File: config.mk
export PLATFORM = sky130hd
export DESIGN_NAME = avg_alarm_monitor
export DESIGN_NICKNAME = d
export VERILOG_FILES = /design/src/rtl/avg_alarm_monitor.sv
export SDC_FILE = /design/constraint.sdc
export NUM_CORES = 1
export LEC_CHECK = 0
export ABC_AREA = 1
export BUFFER_PORTS_ARGS = -buffer_cell sky130_fd_sc_hd__buf_2
export CAP_MARGIN = 15
export CORE_AREA = 2 2 81 83
export DETAILED_ROUTE_END_ITERATION = 10
export DIE_AREA = 0 0 83 85
export PLACE_DENSITY_LB_ADDON = 0.2
export SLEW_MARGIN = 20
export SYNTH_ARGS = -nofsm -noshare
export SYNTH_HDL_FRONTEND = slang
export SYNTH_SLANG_ARGS = --single-unit
export TNS_END_PERCENT = 10
File: constraint.sdc
create_clock -name clk -period 1.7 [get_ports clk]
set_clock_uncertainty 0.05 [all_clocks]
set_input_delay 0.17 -clock clk [delete_from_list [all_inputs] [get_ports clk]]
set_output_delay 0.17 -clock clk [all_outputs]
set_load 0.03 [all_outputs]
File: src/rtl/avg_alarm_monitor.sv
`default_nettype none
// ============================================================================
// Module      : avg_alarm_monitor
// Description : Debounced, hysteretic threshold alarm on the averaged sample
//               stream. Tracks the peak average per alarm episode and keeps a
//               saturating count of alarm entries.
//               Optional build macro AVG_ALARM_STICKY_EN: the alarm latches
//               until alarm_ack instead of clearing on low samples.
// Revision    : 1.0 - initial release
// ============================================================================
module avg_alarm_monitor #(
  parameter int W             = 16,
  parameter int PERSIST       = 3,
  parameter int CLEAR_PERSIST = 3,
  parameter int HOLDOFF       = 8
) (
  input  logic         clk,
  input  logic         rst,
  input  logic [W-1:0] avg_in,
  input  logic         avg_valid,
  input  logic [W-1:0] thr_hi,
  input  logic [W-1:0] thr_lo,
  input  logic         alarm_ack,
  output logic         alarm,
  output logic         alarm_rise,
  output logic [1:0]   state,
  output logic [W-1:0] peak,
  output logic [7:0]   alarm_count
);

  localparam int CNT_MAX = (PERSIST > CLEAR_PERSIST) ? PERSIST : CLEAR_PERSIST;
  localparam int CNT_W   = $clog2(CNT_MAX + 1);
  localparam int HCNT_W  = (HOLDOFF > 1) ? $clog2(HOLDOFF) : 1;

  // The run counters compare against "one short" so the sample that completes
  // the run triggers the transition in the same cycle it is accepted.
  localparam logic [CNT_W-1:0]  C_RAISE_LAST = CNT_W'(PERSIST - 1);
  localparam logic [CNT_W-1:0]  C_CLEAR_LAST = CNT_W'(CLEAR_PERSIST - 1);
  localparam logic [HCNT_W-1:0] C_HOLD_LAST  = HCNT_W'(HOLDOFF - 1);

  typedef enum logic [1:0] {
    S_IDLE    = 2'd0,
    S_MONITOR = 2'd1,
    S_ALARM   = 2'd2,
    S_HOLDOFF = 2'd3
  } state_t;

  state_t             state_q, state_d;
  logic [CNT_W-1:0]   cnt_q, cnt_d;
  logic [HCNT_W-1:0]  hcnt_q, hcnt_d;
  logic               alarm_q, alarm_d;
  logic               rise_q, rise_d;
  logic [W-1:0]       peak_q, peak_d;
  logic [7:0]         count_q, count_d;

  logic w_hi;
  logic w_lo_run;
  logic w_clear;

  assign w_hi = (avg_in > thr_hi);

`ifdef AVG_ALARM_STICKY_EN
  // Latched alarm: only the acknowledge releases it, low samples never count.
  logic w_unused_thr_lo;
  assign w_unused_thr_lo = ^thr_lo;
  assign w_lo_run        = 1'b0;
  assign w_clear         = alarm_ack;
`else
  // Self-clearing alarm: a run of CLEAR_PERSIST low samples releases it.
  logic w_lo;
  logic w_unused_ack;
  assign w_unused_ack = alarm_ack;
  assign w_lo         = (avg_in < thr_lo);
  assign w_lo_run     = avg_valid & w_lo;
  assign w_clear      = w_lo_run & (cnt_q == C_CLEAR_LAST);
`endif

  // Next-state and next-output computation for the alarm FSM.
  always_comb begin
    state_d = state_q;
    cnt_d   = cnt_q;
    hcnt_d  = hcnt_q;
    alarm_d = alarm_q;
    rise_d  = 1'b0;
    peak_d  = peak_q;
    count_d = count_q;

    case (state_q)
      // IDLE evaluates its first sample exactly like MONITOR; cnt is 0 here.
      S_IDLE, S_MONITOR: begin
        if (avg_valid) begin
          state_d = S_MONITOR;
          if (w_hi) begin
            if (cnt_q == C_RAISE_LAST) begin
              state_d = S_ALARM;
              alarm_d = 1'b1;
              rise_d  = 1'b1;
              peak_d  = avg_in;
              cnt_d   = '0;
              if (count_q != 8'hFF) begin
                count_d = count_q + 8'd1;
              end
            end else begin
              cnt_d = cnt_q + 1'b1;
            end
          end else begin
            cnt_d = '0;
          end
        end
      end

      S_ALARM: begin
        if (avg_valid && (avg_in > peak_q)) begin
          peak_d = avg_in;
        end
        if (w_clear) begin
          state_d = S_HOLDOFF;
          alarm_d = 1'b0;
          cnt_d   = '0;
          hcnt_d  = '0;
        end else if (avg_valid) begin
          cnt_d = w_lo_run ? (cnt_q + 1'b1) : '0;
        end
      end

      // Time-based lockout; samples are ignored regardless of avg_valid.
      S_HOLDOFF: begin
        if (hcnt_q == C_HOLD_LAST) begin
          state_d = S_MONITOR;
          cnt_d   = '0;
          hcnt_d  = '0;
        end else begin
          hcnt_d = hcnt_q + 1'b1;
        end
      end

      default: begin
        state_d = S_IDLE;
      end
    endcase
  end

  // State and registered outputs; reset aborts any episode without a pulse.
  always_ff @(posedge clk) begin
    if (rst) begin
      state_q <= S_IDLE;
      cnt_q   <= '0;
      hcnt_q  <= '0;
      alarm_q <= 1'b0;
      rise_q  <= 1'b0;
      peak_q  <= '0;
      count_q <= '0;
    end else begin
      state_q <= state_d;
      cnt_q   <= cnt_d;
      hcnt_q  <= hcnt_d;
      alarm_q <= alarm_d;
      rise_q  <= rise_d;
      peak_q  <= peak_d;
      count_q <= count_d;
    end
  end

  assign alarm       = alarm_q;
  assign alarm_rise  = rise_q;
  assign state       = state_q;
  assign peak        = peak_q;
  assign alarm_count = count_q;

endmodule
`default_nettype wire

==> results_dict.tcl <==
set metrics [dict create \
    dieArea_um2 7055 \
    ant_nets 0 \
    ys.flop_type "dfxtp_1" \
    clk_latency_ns 0.30 \
    rows 29 \
    core_area_um2 6205 \
    ys_async_sr_fraction_pct 0 \
    max_clock_freq_mhz 555.8 \
    final_nets 638 \
    power.total_w 0.002491 \
    cellPowerDensity_nw_per_um2 574.5 \
    yosys_register_bits 33 \
    grt_antenna_before_repair 0 \
    violations "setup timing" \
    synth.avg_cell_area_um2 7.191 \
    synth_top_area_share_pct 22.83 \
    grt_max_degree 17 \
    grt_pass1_wl_um 12970 \
    crit_path_top_delay_cell "dfxtp_4" \
    finalHoldViolCount 0 \
    grt_pass1_vias 3021 \
    clk_path_buf_depth 2 \
    slew_violations 0 \
    drcViolationCount 0 \
    cts.sinks 33 \
    area_growth_pct 49.27 \
    nFillCells 490 \
    cts_made_buffers 5 \
    synth_seq_area_share_pct 22.74 \
    die_w_um 83 \
    worstMarginPinSlew_ns 0.3357 \
    grtUsageMet2_pct 39.44 \
    antennaDiodeCount 0 \
    routedWlPerCell_um 12.78 \
    cap_violations 0 \
    die_h_um 85 \
    yosysMostFrequentCell "nand2_1" \
    cts_hold_buf 0 \
    routabilityCongestion 0.8127 \
    drt-initial-drc-count 94 \
    status "finished, violations left" \
    p_leak_nw 2.188 \
    slowest_delay_ns 0.36 \
    grt_use_total_pct 22.30 \
    crit_path_start_kind "flop" \
    synth.distinct_cells 30 \
    grtUsageMet1_pct 25.69 \
    grt-ovfl-total 0 \
    viasPerCell 5.010 \
    period_minus_slack_ns 1.799 \
    synth.largest_area_cell "ha_1" \
    use_met3_pct 6.226 \
    synth_area_um2 2905 \
    io_pins 80 \
    cts_tree "done" \
    fin_crit_sh_pct 105.8 \
    ys_top_cells_by_area "ha_1 (23%), dfxtp_1 (23%), nand2_1 (11%), inv_1 (9.8%), a21oi_1 (7.2%)" \
    detailroute.via_count 3061 \
    cp_top_family "simple AND/OR/NAND/NOR gates" \
    synth_fp_nets 509 \
    max-vdd-ir-drop_mv 0.3646 \
    critical_path_class "flop to flop" \
    path_cells "inv_2 -> ha_4 -> buf_4 -> nand3_4 -> nor3_4 -> nand2_1 -> nand2_2 -> nand2_8 -> nand2_8 -> nand2_1 -> a21oi_1" \
    worst_hold_slack_ns 0.1026 \
    cts-htree-levels 2 \
    rsz0062_at_grt "true" \
    hpwl_um 5846 \
    synthTopCellsByCount "nand2_1 (87), inv_1 (76), ha_1 (53)" \
    busiest_layer "met2" \
    worst-path-max-fanout 8 \
    yosysWarnings 0 \
    crit_arrival_ns 1.97 \
    clkTransAtPathRegs_ns 0.08 \
    start_util_pct 46.82 \
    hold_class "input port to flop" \
    setup_violations 16 \
    slew_headroom_pct 77.62 \
    cts_root_buffer "clkbuf_8" \
    finalWirelength_um 7807 \
    timing.final.ws_setup_ns -0.09928 \
    cp.buffers_inverters 2 \
    synth_cells 404 \
    endpoint_kind "flop" \
    drive_gt1_share_pct 46.63 \
    drt_pre_antenna_iters 4 \
    critPathRequiredTime_ns 1.87 \
    io_buffers 78 \
    synth-edff-count 0 \
]
-- kinds of logic after synthesis --
logic type / count (synthesis) / synth area share, %
buffers and inverters: 84 / 12.06
DFF: 33 / 22.74
and+or+nand+nor: 165 / 28.38
AOI/OAI and AO/OA: 62 / 11.89
adders and majority gates: 53 / 22.83
xor gates and xnor gates: 7 / 2.110
-- through the flow --
step	TNS, ns	setup WS [ns]	utilization [%]	instances	cell area [µm²]
final	-1.146	-0.09928	69.89	611	4337
after global routing	-2.767	-0.1944	69.89	611	4337
after CTS	-0.7894	-0.06040	66.85	608	4148
after detailed placement	-6.083	-0.2415	62.15	599	3856
after global placement	-3.916	-0.1519	62.15	599	3856
after floorplan	-0.6346	-0.07047	-	404	3069
-- worst min-delay path, stage by stage --
cell and delay, ns:
buf_2 0.14, nand2_4 0.06, a21oi_2 0.04
-- worst paths after layout --
path              cells after the start                   start  slack [ns]                endpoint
setup / recovery                     11   peak[12]$_SDFFE_PP0P_        -0.1    peak[8]$_SDFFE_PP0P_
hold / removal                        3              avg_in[13]        0.10   peak[13]$_SDFFE_PP0P_
setup reg to reg                     11   peak[12]$_SDFFE_PP0P_        -0.1    peak[8]$_SDFFE_PP0P_
hold reg to reg                       1  hcnt_q[0]$_SDFFE_PP0P_        0.41  hcnt_q[0]$_SDFFE_PP0P_
-- sequential cells by signal (all words and copies together), names as in the netlist --
signal / count
peak: 16
alarm_count: 8
hcnt_q: 3
cnt_q: 2
state: 2
alarm: 1
alarm_rise: 1
-- cell usage in the layout, fill, tap and decap left out, types with 4 or more instances in the layout --
cell type and instances:
dfxtp_1 17, dfxtp_4 13, nor2_1 15, inv_1 62, nand2_4 8, nand3_1 23, inv_2 14, nand4_1 7
nand3_2 10, ha_1 37, buf_4 47, ha_4 16, buf_2 78, nand2_2 12, a21oi_1 34, clkbuf_8 6
a21oi_2 16, nor2_2 4, nand2_1 70, o21ai_0 5, xor2_1 4
-- area by class of cell --
cell class	instances	area [µm²]	share of cell area (%)
Timing Repair Buffer	128	793.3	18.29
Inverter	77	291.5	6.722
Multi-Input combinational cell	288	2331	53.75
Tap cell	77	96.34	2.222
Clock buffer	8	111.4	2.568
Sequential cell	33	713.2	16.45
-- routing by layer --
layer	share of wire, %	wire length (µm)	vias to the layer above
li1	-	-	1581
met1	42	3266	1383
met2	49	3858	82
met3	6.5	505	15
met4	2.3	176	0
met5	0	0	-
-- report_power, final --
group          switching (W)  internal [W]
Clock               0.000318      0.000419
Combinational       0.000523      0.000398
Sequential         0.0000321      0.000800
-- repair_timing --
item | CTS | global route
resized for setup | 30 | 34
setup endpoints to repair | 16 | 31
buffers inserted | 0 | 3
gates cloned | 1 | 0
pin swaps | 25 | 17
No activity file was read; power rests on OpenSTA's default activity.
